File: config.mk
export PLATFORM = sky130hd
export DESIGN_NAME = btn_event_scheduler
export DESIGN_NICKNAME = d
export VERILOG_FILES = /design/src/rtl/btn_pkg.sv /design/src/rtl/event_fifo.sv /design/src/rtl/btn_event_scheduler.sv
export SDC_FILE = /design/constraint.sdc
export NUM_CORES = 1
export LEC_CHECK = 0
export CAP_MARGIN = 15
export CORE_MARGIN = 2
export CORE_UTILIZATION = 25
export CTS_CLUSTER_SIZE = 14
export DETAILED_ROUTE_END_ITERATION = 12
export DONT_BUFFER_PORTS = 1
export GPL_TIMING_DRIVEN = 0
export SLEW_MARGIN = 10
export SYNTH_ARGS = -nofsm -noshare
export SYNTH_HDL_FRONTEND = slang
export SYNTH_HIERARCHICAL = 1
export SYNTH_SLANG_ARGS = --single-unit
export TNS_END_PERCENT = 1
File: constraint.sdc
create_clock -name clk -period 16.4 [get_ports clk]
set_input_delay 4.92 -clock clk [delete_from_list [all_inputs] [get_ports clk]]
set_output_delay 4.92 -clock clk [all_outputs]
set_load 0.01 [all_outputs]
File: src/rtl/btn_pkg.sv
// Shared types and default sizing for the front-panel button event scheduler.
package btn_pkg;

  localparam int N_BTN_DEFAULT      = 5;
  localparam int TICK_DIV_DEFAULT   = 100_000;
  localparam int FIFO_DEPTH_DEFAULT = 4;

  localparam int BTN_ID_W = $clog2(N_BTN_DEFAULT);

  typedef logic [BTN_ID_W-1:0] btn_id_t;

endpackage

File: src/rtl/event_fifo.sv
// Synchronous FIFO of button ids; head reads 0 whenever the queue is empty.
module event_fifo
  import btn_pkg::*;
#(
  parameter int DEPTH = FIFO_DEPTH_DEFAULT,
  parameter int W     = BTN_ID_W
) (
  input  logic         clk,
  input  logic         rst_n,
  input  logic         push,
  input  logic [W-1:0] push_data,
  input  logic         pop,
  output logic         full,
  output logic         empty,
  output logic [W-1:0] head
);

  localparam int AW = $clog2(DEPTH);

  logic [W-1:0] mem [DEPTH];
  logic [AW:0]  wr_ptr;
  logic [AW:0]  rd_ptr;
  logic         do_push;
  logic         do_pop;

  // Extra pointer MSB distinguishes full from empty when the indices match.
  assign empty   = (wr_ptr == rd_ptr);
  assign full    = (wr_ptr[AW] != rd_ptr[AW]) && (wr_ptr[AW-1:0] == rd_ptr[AW-1:0]);
  assign do_push = push && !full;
  assign do_pop  = pop && !empty;
  assign head    = empty ? '0 : mem[rd_ptr[AW-1:0]];

  always_ff @(posedge clk) begin
    if (!rst_n) begin
      wr_ptr <= '0;
      rd_ptr <= '0;
    end else begin
      if (do_push) wr_ptr <= wr_ptr + (AW+1)'(1);
      if (do_pop)  rd_ptr <= rd_ptr + (AW+1)'(1);
    end
  end

  always_ff @(posedge clk) begin
    if (do_push) mem[wr_ptr[AW-1:0]] <= push_data;
  end

endmodule

File: src/rtl/btn_event_scheduler.sv
// Samples all buttons on one shared tick, latches presses as pending events and
// feeds them round-robin into an event queue drained over valid/ready.
module btn_event_scheduler
  import btn_pkg::*;
#(
  parameter int N_BTN      = N_BTN_DEFAULT,
  parameter int TICK_DIV   = TICK_DIV_DEFAULT,
  parameter int FIFO_DEPTH = FIFO_DEPTH_DEFAULT
) (
  input  logic                     clk,
  input  logic                     rst_n,
  input  logic [N_BTN-1:0]         btn_raw,
  output logic                     sample_tick,
  output logic                     evt_valid,
  output logic [$clog2(N_BTN)-1:0] evt_id,
  input  logic                     evt_ready,
  output logic                     overrun
);

  localparam int ID_W  = $clog2(N_BTN);
  localparam int CNT_W = $clog2(TICK_DIV);

  logic [CNT_W-1:0] cnt;
  logic [N_BTN-1:0] sync1;
  logic [N_BTN-1:0] btn_sync;
  logic [N_BTN-1:0] btn_stable;
  logic [N_BTN-1:0] press;
  logic [N_BTN-1:0] pending;
  logic [N_BTN-1:0] grant_mask;
  logic [ID_W-1:0]  rr_ptr;
  logic [ID_W-1:0]  grant_id;
  logic             grant_valid;
  logic             fifo_full;
  logic             fifo_empty;
  logic             fifo_pop;

  assign sample_tick = (cnt == CNT_W'(TICK_DIV - 1));
  assign press       = sample_tick ? (btn_sync & ~btn_stable) : '0;

  // Round-robin scan starting just above the last granted button.
  always_comb begin
    int idx;
    idx         = 0;
    grant_valid = 1'b0;
    grant_id    = '0;
    if ((|pending) && !fifo_full) begin
      for (int k = 1; k <= N_BTN; k++) begin
        idx = (int'(rr_ptr) + k) % N_BTN;
        if (!grant_valid && pending[ID_W'(idx)]) begin
          grant_valid = 1'b1;
          grant_id    = ID_W'(idx);
        end
      end
    end
    grant_mask = grant_valid ? (N_BTN'(1) << grant_id) : '0;
  end

  always_ff @(posedge clk) begin
    if (!rst_n) begin
      cnt        <= '0;
      sync1      <= '0;
      btn_sync   <= '0;
      btn_stable <= '0;
      pending    <= '0;
      rr_ptr     <= ID_W'(N_BTN - 1);
      overrun    <= 1'b0;
    end else begin
      cnt      <= sample_tick ? '0 : cnt + CNT_W'(1);
      sync1    <= btn_raw;
      btn_sync <= sync1;
      if (sample_tick) btn_stable <= btn_sync;
      // A press landing on the bit being granted re-arms it as a fresh event.
      pending <= (pending & ~grant_mask) | press;
      overrun <= |(press & pending & ~grant_mask);
      if (grant_valid) rr_ptr <= grant_id;
    end
  end

  // Handshake: evt_id is the queue head and holds steady while evt_valid is
  // high; the head is consumed at a clock edge where evt_valid && evt_ready.
  assign evt_valid = !fifo_empty;
  assign fifo_pop  = evt_valid && evt_ready;

  event_fifo #(
    .DEPTH (FIFO_DEPTH),
    .W     (ID_W)
  ) u_fifo (
    .clk       (clk),
    .rst_n     (rst_n),
    .push      (grant_valid),
    .push_data (grant_id),
    .pop       (fifo_pop),
    .full      (fifo_full),
    .empty     (fifo_empty),
    .head      (evt_id)
  );

endmodule

### Word level (Yosys, flattened, before mapping)

Memory sizes are Yosys's and may differ from the RTL's. A register that Yosys moved wholly into a read port is not among the register bits.
Index checks and enable logic that the tools add are counted.

* bits in registers: 47
* RAM bits: 12
* input bits: 8
* output and inout bits: 6
* memories kept: 1

* $add $sub $neg: 8
* divide/modulo/power cells: 5
* order comparisons: 5
* equal/unequal tests: 4
* shifts and indexed selects: 1
* muxes and demuxes: 38
* bitwise logic cells: 8
* reductions and logical operators: 18

Memories
* u_fifo.mem: words 4, bits a word 3, read ports 1, clocked after memory_dff 1, wr ports 1, RTL line event_fifo.sv:20 `logic [W-1:0] mem [DEPTH];`

Operators with widths (number)
* 32-bit by 4-bit remainder unit with 32-bit output, second input constant: 5
* 3-bit by 5-bit less-than comparator with 1-bit output, second input constant: 5
* 1-bit two-way mux: 22
* 3-bit two-way mux: 7
* 5-bit bitwise AND: 4
* 17-bit by 1-bit adder with 17-bit output, second input constant: 1
* 17-bit equality test, second input constant: 1
* 1-bit binary-select mux with 3-bit select: 5
* 5-bit two-way mux: 2
* 5-bit NOT: 2
* 5-bit OR reduction: 2
* 1-bit logical AND: 9
* 3-bit by 2-bit adder with 4-bit output, second input constant: 2
* 3-bit by 3-bit adder with 4-bit output, second input constant: 2
* 3-bit by 1-bit adder with 3-bit output, second input constant: 2
* 1-bit logical NOT: 6
* 5-bit bitwise OR: 1
* 1-bit by 3-bit << shifter with 5-bit output, first input constant: 1
* 3-bit by 1-bit adder with 4-bit output, second input constant: 1
* 2-bit two-way mux: 2
* 3-bit equality test: 1
* 2-bit equality test: 1
* 2-bit OR reduction: 1
* 1-bit != test: 1
* 1-bit NOT: 1

### Logic depth before layout (Yosys ltp)

* depth in word-level cells: 28
* gate-level depth with buffers: 24

### By module

Netlist, hierarchy kept.

Modules (own cells, without submodules)
* btn_event_scheduler: instances 1, cells each 446, area each 3667.3 µm², seq. area each 820.8 µm²
* event_fifo: instances 1, cells each 86, area each 1022.2 µm², seq. area each 520.5 µm²

### Least setup slack after synthesis

No wires, ideal clock.

* path type: register to output
* start: register cnt[13]
* end: output sample_tick
* arrival: 1.299 ns
* data required time: 11.480 ns
* slack: 10.181 ns
* cell stages (with the launch flop): 3
* cells stage by stage: dfxtp_1 -> or4b_2 -> nor3_1

* word-level cells in the longest chain between the ends: 1

RTL lines
* start: declaration: RTL line btn_event_scheduler.sv:23 `logic [CNT_W-1:0] cnt;`
* start signal: assignment: RTL line btn_event_scheduler.sv:68 `cnt <= sample_tick ? '0 : cnt + CNT_W'(1);`
* 17-bit equality test: RTL line btn_event_scheduler.sv:37 `assign sample_tick = (cnt == CNT_W'(TICK_DIV - 1));`
* end: declaration: RTL line btn_event_scheduler.sv:13 `output logic sample_tick,`

Every way passes these cells.

### Final worst setup path

* start: register rr_ptr[0]
* end: register overrun

* word-level cells in the longest chain between the ends: 28
* elaborated cells on any way between the ends: 54
* those cells by class: 5 x add/sub; 5 x div; 1 x shift; 32 x mux; 2 x bitwise; 9 x reduce/logical

RTL lines
* start: declaration: RTL line btn_event_scheduler.sv:30 `logic [ID_W-1:0] rr_ptr;`
* start signal: assignment: RTL line btn_event_scheduler.sv:65 `rr_ptr <= ID_W'(N_BTN - 1);`
* start signal: assignment: RTL line btn_event_scheduler.sv:75 `if (grant_valid) rr_ptr <= grant_id;`
* 3-bit by 1-bit adder with 4-bit output: RTL line btn_event_scheduler.sv:48 `idx = (int'(rr_ptr) + k) % N_BTN;`
* 32-bit by 4-bit remainder unit with 32-bit output: RTL line btn_event_scheduler.sv:48
* 1-bit binary-select mux with 3-bit select: RTL line btn_event_scheduler.sv:49 `if (!grant_valid && pending[ID_W'(idx)]) begin`
* 1-bit two-way mux (implied by the code) (2 in series): RTL line btn_event_scheduler.sv:49
* 1-bit two-way mux: RTL line btn_event_scheduler.sv:49
* 1-bit two-way mux: RTL line btn_event_scheduler.sv:46 `if ((|pending) && !fifo_full) begin`
* 1-bit logical NOT: RTL line btn_event_scheduler.sv:49
* 1-bit logical AND: RTL line btn_event_scheduler.sv:49
* [... 12 more ...]
* 3-bit two-way mux *: RTL line btn_event_scheduler.sv:49
* 3-bit two-way mux *: RTL line btn_event_scheduler.sv:46
* via grant_id[1]: RTL line btn_event_scheduler.sv:31 `logic [ID_W-1:0] grant_id;`
* 1-bit by 3-bit << shifter with 5-bit output *: RTL line btn_event_scheduler.sv:55 `grant_mask = grant_valid ? (N_BTN'(1) << grant_id) : '0;`
* 5-bit two-way mux *: RTL line btn_event_scheduler.sv:55
* 5-bit NOT *: RTL line btn_event_scheduler.sv:74 `overrun <= |(press & pending & ~grant_mask);`
* 5-bit bitwise AND *: RTL line btn_event_scheduler.sv:74
* 5-bit OR reduction *: RTL line btn_event_scheduler.sv:74
* end signal: assignment: RTL line btn_event_scheduler.sv:74
* end: declaration: RTL line btn_event_scheduler.sv:17 `output logic overrun`

The timed path passes the listed nets; every way through them passes the cells marked *. The select of a mux whose other input is x is not followed.
A chain may end at the register's enable or synchronous reset.

==> key figures <==
STA
  – Final hold viol count: 0
  – Clk_skew: 0.007653 ns
  – Fmax: 143.1 MHz
  – Setup_tns: 0 ns
  – Period utilisation layout: 42.62%
  – RSZ-0062 raised after global routing: false
  – Slew @ Worst Pin: 1.052 ns
  – Slew margin rel.: 28.96%
  – Slew Limit Fails: 0
  – # setup viols final: 0
  – Crit path time final: 6.990 ns

Pwr
  – Comb pwr share: 7.4%
  – Sw Share: 24.08%
  – P per Cell Area: 70.84 nW/um^2
  – Pleak: 1.960 nW
  – Worst VDD drop: 0.05831 mV
  – P_int: 284.3 uW
  – Seq pwr share: 43.1%
  – Clock power frac: 49.5%
  – NetSw: 90.17 uW
  – Total power: 374.5 uW

Global route
  – Vias in the first global route: 3,740
  – Total grt overflow: 0
  – Most used routing layer: met2
  – Met3 Usage GRT: 2.582%
  – First-pass GRT wire length: 18,470 um
  – GR Layer Usage met2: 18.23%
  – Met1 usage: 15.41%
  – Total GRT Usage: 11.28%
  – Largest net degree at the start of global routing: 17
  – Initial antenna violation count: 0

Routing
  – DRC Markers: 0
  – Post-route ant nets: 0
  – DR pass1 iterations: 5
  – WL/cell: 13.76 um
  – DR vias/cell: 5.040
  – Initial DRC Count: 317
  – Final wirelength: 10,760 um
  – DR vias: 3,941

Clock network
  – Clock root buffer: clkbuf_16
  – H-tree depth: 3
  – Sink Count: 61
  – Clk Latency, worst-skew pair: 0.33 ns
  – TritonCTS clock tree: done
  – Clock buffer depth: 2
  – Postcts setup bufs: 0
  – Num CTS Buffers: 9
  – Clock slew at reported path FFs: 0.06 ns
  – Post-CTS Resized: 0
  – CTS Hold Bufs: 0

Floorplan
  – Die Wd: 141.0 um
  – Initial Utilization: 25.24%
  – Area of the core: 18,580 sq um
  – Die area: 19,870 sq um
  – Core Rows: 50
  – Die H: 141.0 um
  – IO Count: 14

Synth
  – Synthesized area: 4689 sq um
  – Synth Instances: 532
  – Number of synthesized flops with an enable pin: 12
  – Post-synth top area share: 20.92%
  – Post-synthesis register bit count: 61
  – Main flop type after synthesis: dfxtp_1
  – Post-synth top cells: 49 x dfxtp_1, 40 x nand2_1, 36 x nor2_1
  – Synthesis Warnings: 6
  – Async SR Flop Fraction: 0%
  – Post-synth cell types: 90
  – Top-count cell post-synth: dfxtp_1
  – Top cells by area, synth: dfxtp_1 21%, ha_1 8.0%, edfxtp_1 7.7%, nand2_1 3.2%, nor2_1 2.9%
  – Largest area contributor in the netlist: dfxtp_1
  – Sequential area share after synthesis: 28.60%
  – Syn_area_per_cell: 8.815 sq um
  – Mapped Nets: 570

Placement
  – Inst Count DP: 766
  – Port Buffers: 0
  – Half-perimeter wire length after placement: 8047 um
  – DP Area: 4982 sq um
  – Final RePlAce weighted congestion: 0.7931

Min path
  – Hold WC Path Type: flop to flop

Finish
  – Area growth from synthesis to layout: 12.73%
  – Fin cells: 782
  – Design area: 5286 sq um
  – Utilization after layout: 28.45%
  – Layout cells sized above 1: 11.50%
  – Layout Nets: 581
  – # diodes: 0

Worst setup path
  – Worst path max stage delay: 0.52 ns
  – Buf+Inv Stages, Crit Path: 6
  – Delay-heaviest family, CP: buffers and inverters
  – CP max stage cell: ha_1
  – Cell mode on critical path: ha_1
  – CP Cell Sequence: buf_6, buf_2, clkbuf_1, clkbuf_1, inv_1, ha_1, ha_1, nor4b_1, or3_4, xnor2_2, ha_1, nor2b_1, or3_1, o311a_4, a211oi_1, a211o_1, a311oi_2, nand2_1, o221ai_2, inv_1, or4_1, a221o_1
  – CP Launch Type: flop
  – Crit-path max FO: 10
  – CP endpoint kind: flop
  – CP arrival: 7.19 ns
  – Crit path kind: flop to flop
  – Required time of the critical path: 16.60 ns

Run
  – Max_cap viols: 0

Run status
  – Status: completed
## state kept, by name, summed over array words and instances, names as in the netlist, named ones only
| register | flops |
|---|---|
| btn_stable | 5 |
| btn_sync | 5 |
| cnt | 17 |
| overrun | 1 |
| pending | 5 |
| rr_ptr | 3 |
| sync1 | 5 |
| u_fifo/mem | 12 |
| u_fifo/rd_ptr | 3 |
| u_fifo/wr_ptr | 3 |
## placed cells by master (no fill, tap or decap), drive strengths merged, types with 17 or more instances in the layout
cell type  synthesis  routed
ha                30      30
o21ai             21      21
clkbuf            15      26
a21oi             17      17
dfxtp             49      49
nand2             40      40
nor2              36      36
and2              21      21
inv               32      33
xnor2             17      17
## power groups by stage
stage / Sequential, mW / Clock, mW / Combinational, mW
2_1_floorplan: 0.163 / 0 / 0.0220
3_3_place_gp: 0.165 / 0 / 0.0277
3_5_place_dp: 0.165 / 0 / 0.0278
4_1_cts: 0.162 / 0.192 / 0.0278
5_1_grt: 0.162 / 0.200 / 0.0302
6_report: 0.162 / 0.185 / 0.0276
## worst paths after layout
| kind | slack, ns | cells after the start | from | endpoint |
|---|---|---|---|---|
| max reg2reg | 9.41 | 22 | rr_ptr[0]$_SDFFE_PN0N_ | overrun$_SDFF_PN0_ |
| min | 0.43 | 1 | sync1[4]$_SDFF_PN0_ | btn_sync[4]$_SDFF_PN0_ |
| min reg2reg | 0.43 | 1 | sync1[4]$_SDFF_PN0_ | btn_sync[4]$_SDFF_PN0_ |
| max | 9.41 | 22 | rr_ptr[0]$_SDFFE_PN0N_ | overrun$_SDFF_PN0_ |
## stage by stage
stage / worst slack [ns] / hold slack (ns)
2_1_floorplan: 10.18 / 0.4119
3_3_place_gp: 9.530 / 0.4138
3_5_place_dp: 9.531 / 0.4194
4_1_cts: 9.479 / 0.4334
5_1_grt: 9.037 / 0.4382
6_report: 9.410 / 0.4303
## kinds of logic (layout without fill, tap and decap cells)
family | after synthesis | after routing | share of synthesized area [%]
xor+xnor | 32 | 32 | 6.697
buf+inv | 55 | 71 | 5.149
flops | 61 | 61 | 28.60
compound gates | 135 | 135 | 23.35
fa+ha+maj | 30 | 30 | 8.004
simple gates | 205 | 205 | 24.25
mux | 14 | 14 | 3.949
## cell type report
type	instances	area, sq um
multi-input cells	416	3107
fillers	1983	13290
plain buffers	23	121.4
clock buffers	11	264.0
flip-flops and latches	61	1341
inverters	32	120.1
clock inverters	5	40.04
well taps	234	292.8
## per-layer routing
metal	part of all wire, %	wire length (um)
met4	1.1	114
met2	45	4865
met5	0	0
met3	4.5	483
met1	49	5301
Power figures use the tool's default switching activity.
==> RTL change (same flow settings) <==
Change the package constant `N_BTN_DEFAULT` from 5 to 6.
--- a/src/rtl/btn_pkg.sv
+++ b/src/rtl/btn_pkg.sv
@@ -2,5 +2,5 @@
 package btn_pkg;
 
-  localparam int N_BTN_DEFAULT      = 5;
+  localparam int N_BTN_DEFAULT      = 6;
   localparam int TICK_DIV_DEFAULT   = 100_000;
   localparam int FIFO_DEPTH_DEFAULT = 4;
Ports: changed (resized btn_raw); port bits go from 14 to 15. No check against the original RTL was run, so the function may have changed too.
==> RTL change against the original RTL <==
- non-clock buffer count fell by 9
- sequential cell count grew 4
- total power rose by 1.7%
- via count is 17% lower
- cell area decreased by 14%
- routed wire length fell by 18%
- worst setup slack lost 0.14 ns
- area after synthesis down 15%
==> RTL change: results (changes against the original RTL) <==
| Metric | Value |
|---|---|
| Syn_nets | `467 (-18%)` |
| Global-route wire length before repair | `14,980 µm (-19%)` |
| WL/cell | `13.21 µm (-4.0%)` |
| Routability cong. | `0.8205 (+3.5%)` |
| Final Non-Filler Cells | `671 (-14%)` |
| Sequential share of cell area | `31.13% (+5.8 points)` |
| Inverter count | `20 (-38%)` |
| WL met3 | `480 µm (-0.62%)` |
| Area share of fa/ha/maj cells after synthesis | `6.246% (-1.8 points)` |
| Hold_sp | `sync1[1]` |
| Metal-1 WL | `4099 µm (-23%)` |
| Design area | `4566 µm² (-14%)` |
| Placed cell areas | `4277 µm² (-14%)` |
| Mux cell area share after synthesis | `6.340% (+2.4 points)` |
| Vias in the first global route | `3,119 (-17%)` |
| Met1 GRT Util | `14.09% (-1.3 points)` |
| Grt met3 use | `3.013% (+0.43 points)` |
| Non-CTS buffers | `14 (-39%)` |
| Status | `complete, no violations` |
| GRT Total Usage | `10.93% (-0.35 points)` |
| Crit path time final | `7.135 ns (+0.1445 ns)` |
| Share of power burned in registers | `44.8% (+1.7 points)` |
| Seq group | `0.171 mW (+6%)` |
| Worst-case hold slack | `0.4338 ns (+0.003580 ns)` |
| Met2 wire length | `4129 µm (-15%)` |
| Synth Area in Compound Gates | `17.61% (-5.7 points)` |
| Dpl cells | `654 (-15%)` |
| Worst hold endpoint | `btn_sync[1]` |
| Reg-to-reg startpoint | `rr_ptr[0]` |
| Combinational power share | `7.2% (-0.2 points)` |
| R2R depth | `17 (-23%)` |
| Met2 GRT Util | `17.52% (-0.70 points)` |
| Flop2flop setup slack | `11.66 ns (+2.25 ns)` |
| Netlist cell types | `73 (-19%)` |
| CTS Sinks | `65 (+6.6%)` |
| Detailed-route via count | `3,272 (-17%)` |
| Buffer share of cell area | `1.946% (-0.35 points)` |
| Share of cells above drive strength 1 | `10.33% (-1.2 points)` |
| Critical Path Start | `cnt[0]` |
| Clock-cell share | `6.221% (+0.47 points)` |
| Top cells by area, synth | `dfxtp_1, edfxtp_1, ha_1` |
| DP HPWL | `6625 µm (-18%)` |
| Multi-In Gates | `340 (-18%)` |
| Pre-CTS setup slack | `9.569 ns (+0.03724 ns)` |
| Multi-input logic area | `2426 µm² (-22%)` |
| Mapped Cells | `438 (-18%)` |
| Clock buffer count | `9 (-2)` |
| Commonest cells in the netlist | `dfxtp_1, nor2_1, nand2_1` |
| Leakage | `1.716 nW (-12%)` |
| Filler cell count | `1,677 (-15%)` |
| Worst-margin pin slew | `0.8119 ns (-0.2399 ns)` |
-- RTL change: cell types whose count changed in the layout (fill, tap and decap cells not counted), moves of 6 or more --
cell / before / now
xnor2_1: 15 / 9
nand2_1: 40 / 31
ha_1: 30 / 20
a21boi_0: 12 / 5
nand3_1: 12 / 18
nor2b_1: 14 / 23
inv_1: 28 / 19
clkbuf_1: 14 / 6
-- RTL change: cells by family after synthesis --
kind of cell             count (synthesis)
adder cells (fa/ha/maj)                 20
AND/OR/NAND/NOR                        184
buffers and inverters                   33
multiplexers                            21
XOR/XNOR                                22
AO/OA/AOI/OAI                           93
flip-flops                              65
-- RTL change: critical path, cell delays in order (launching register included) --
cell,delay (ns)
dfxtp_1,0.35
ha_1,0.19
nand3_1,0.12
nor2_1,0.22
nand2_1,0.11
nor3_1,0.60
clkbuf_2,0.28
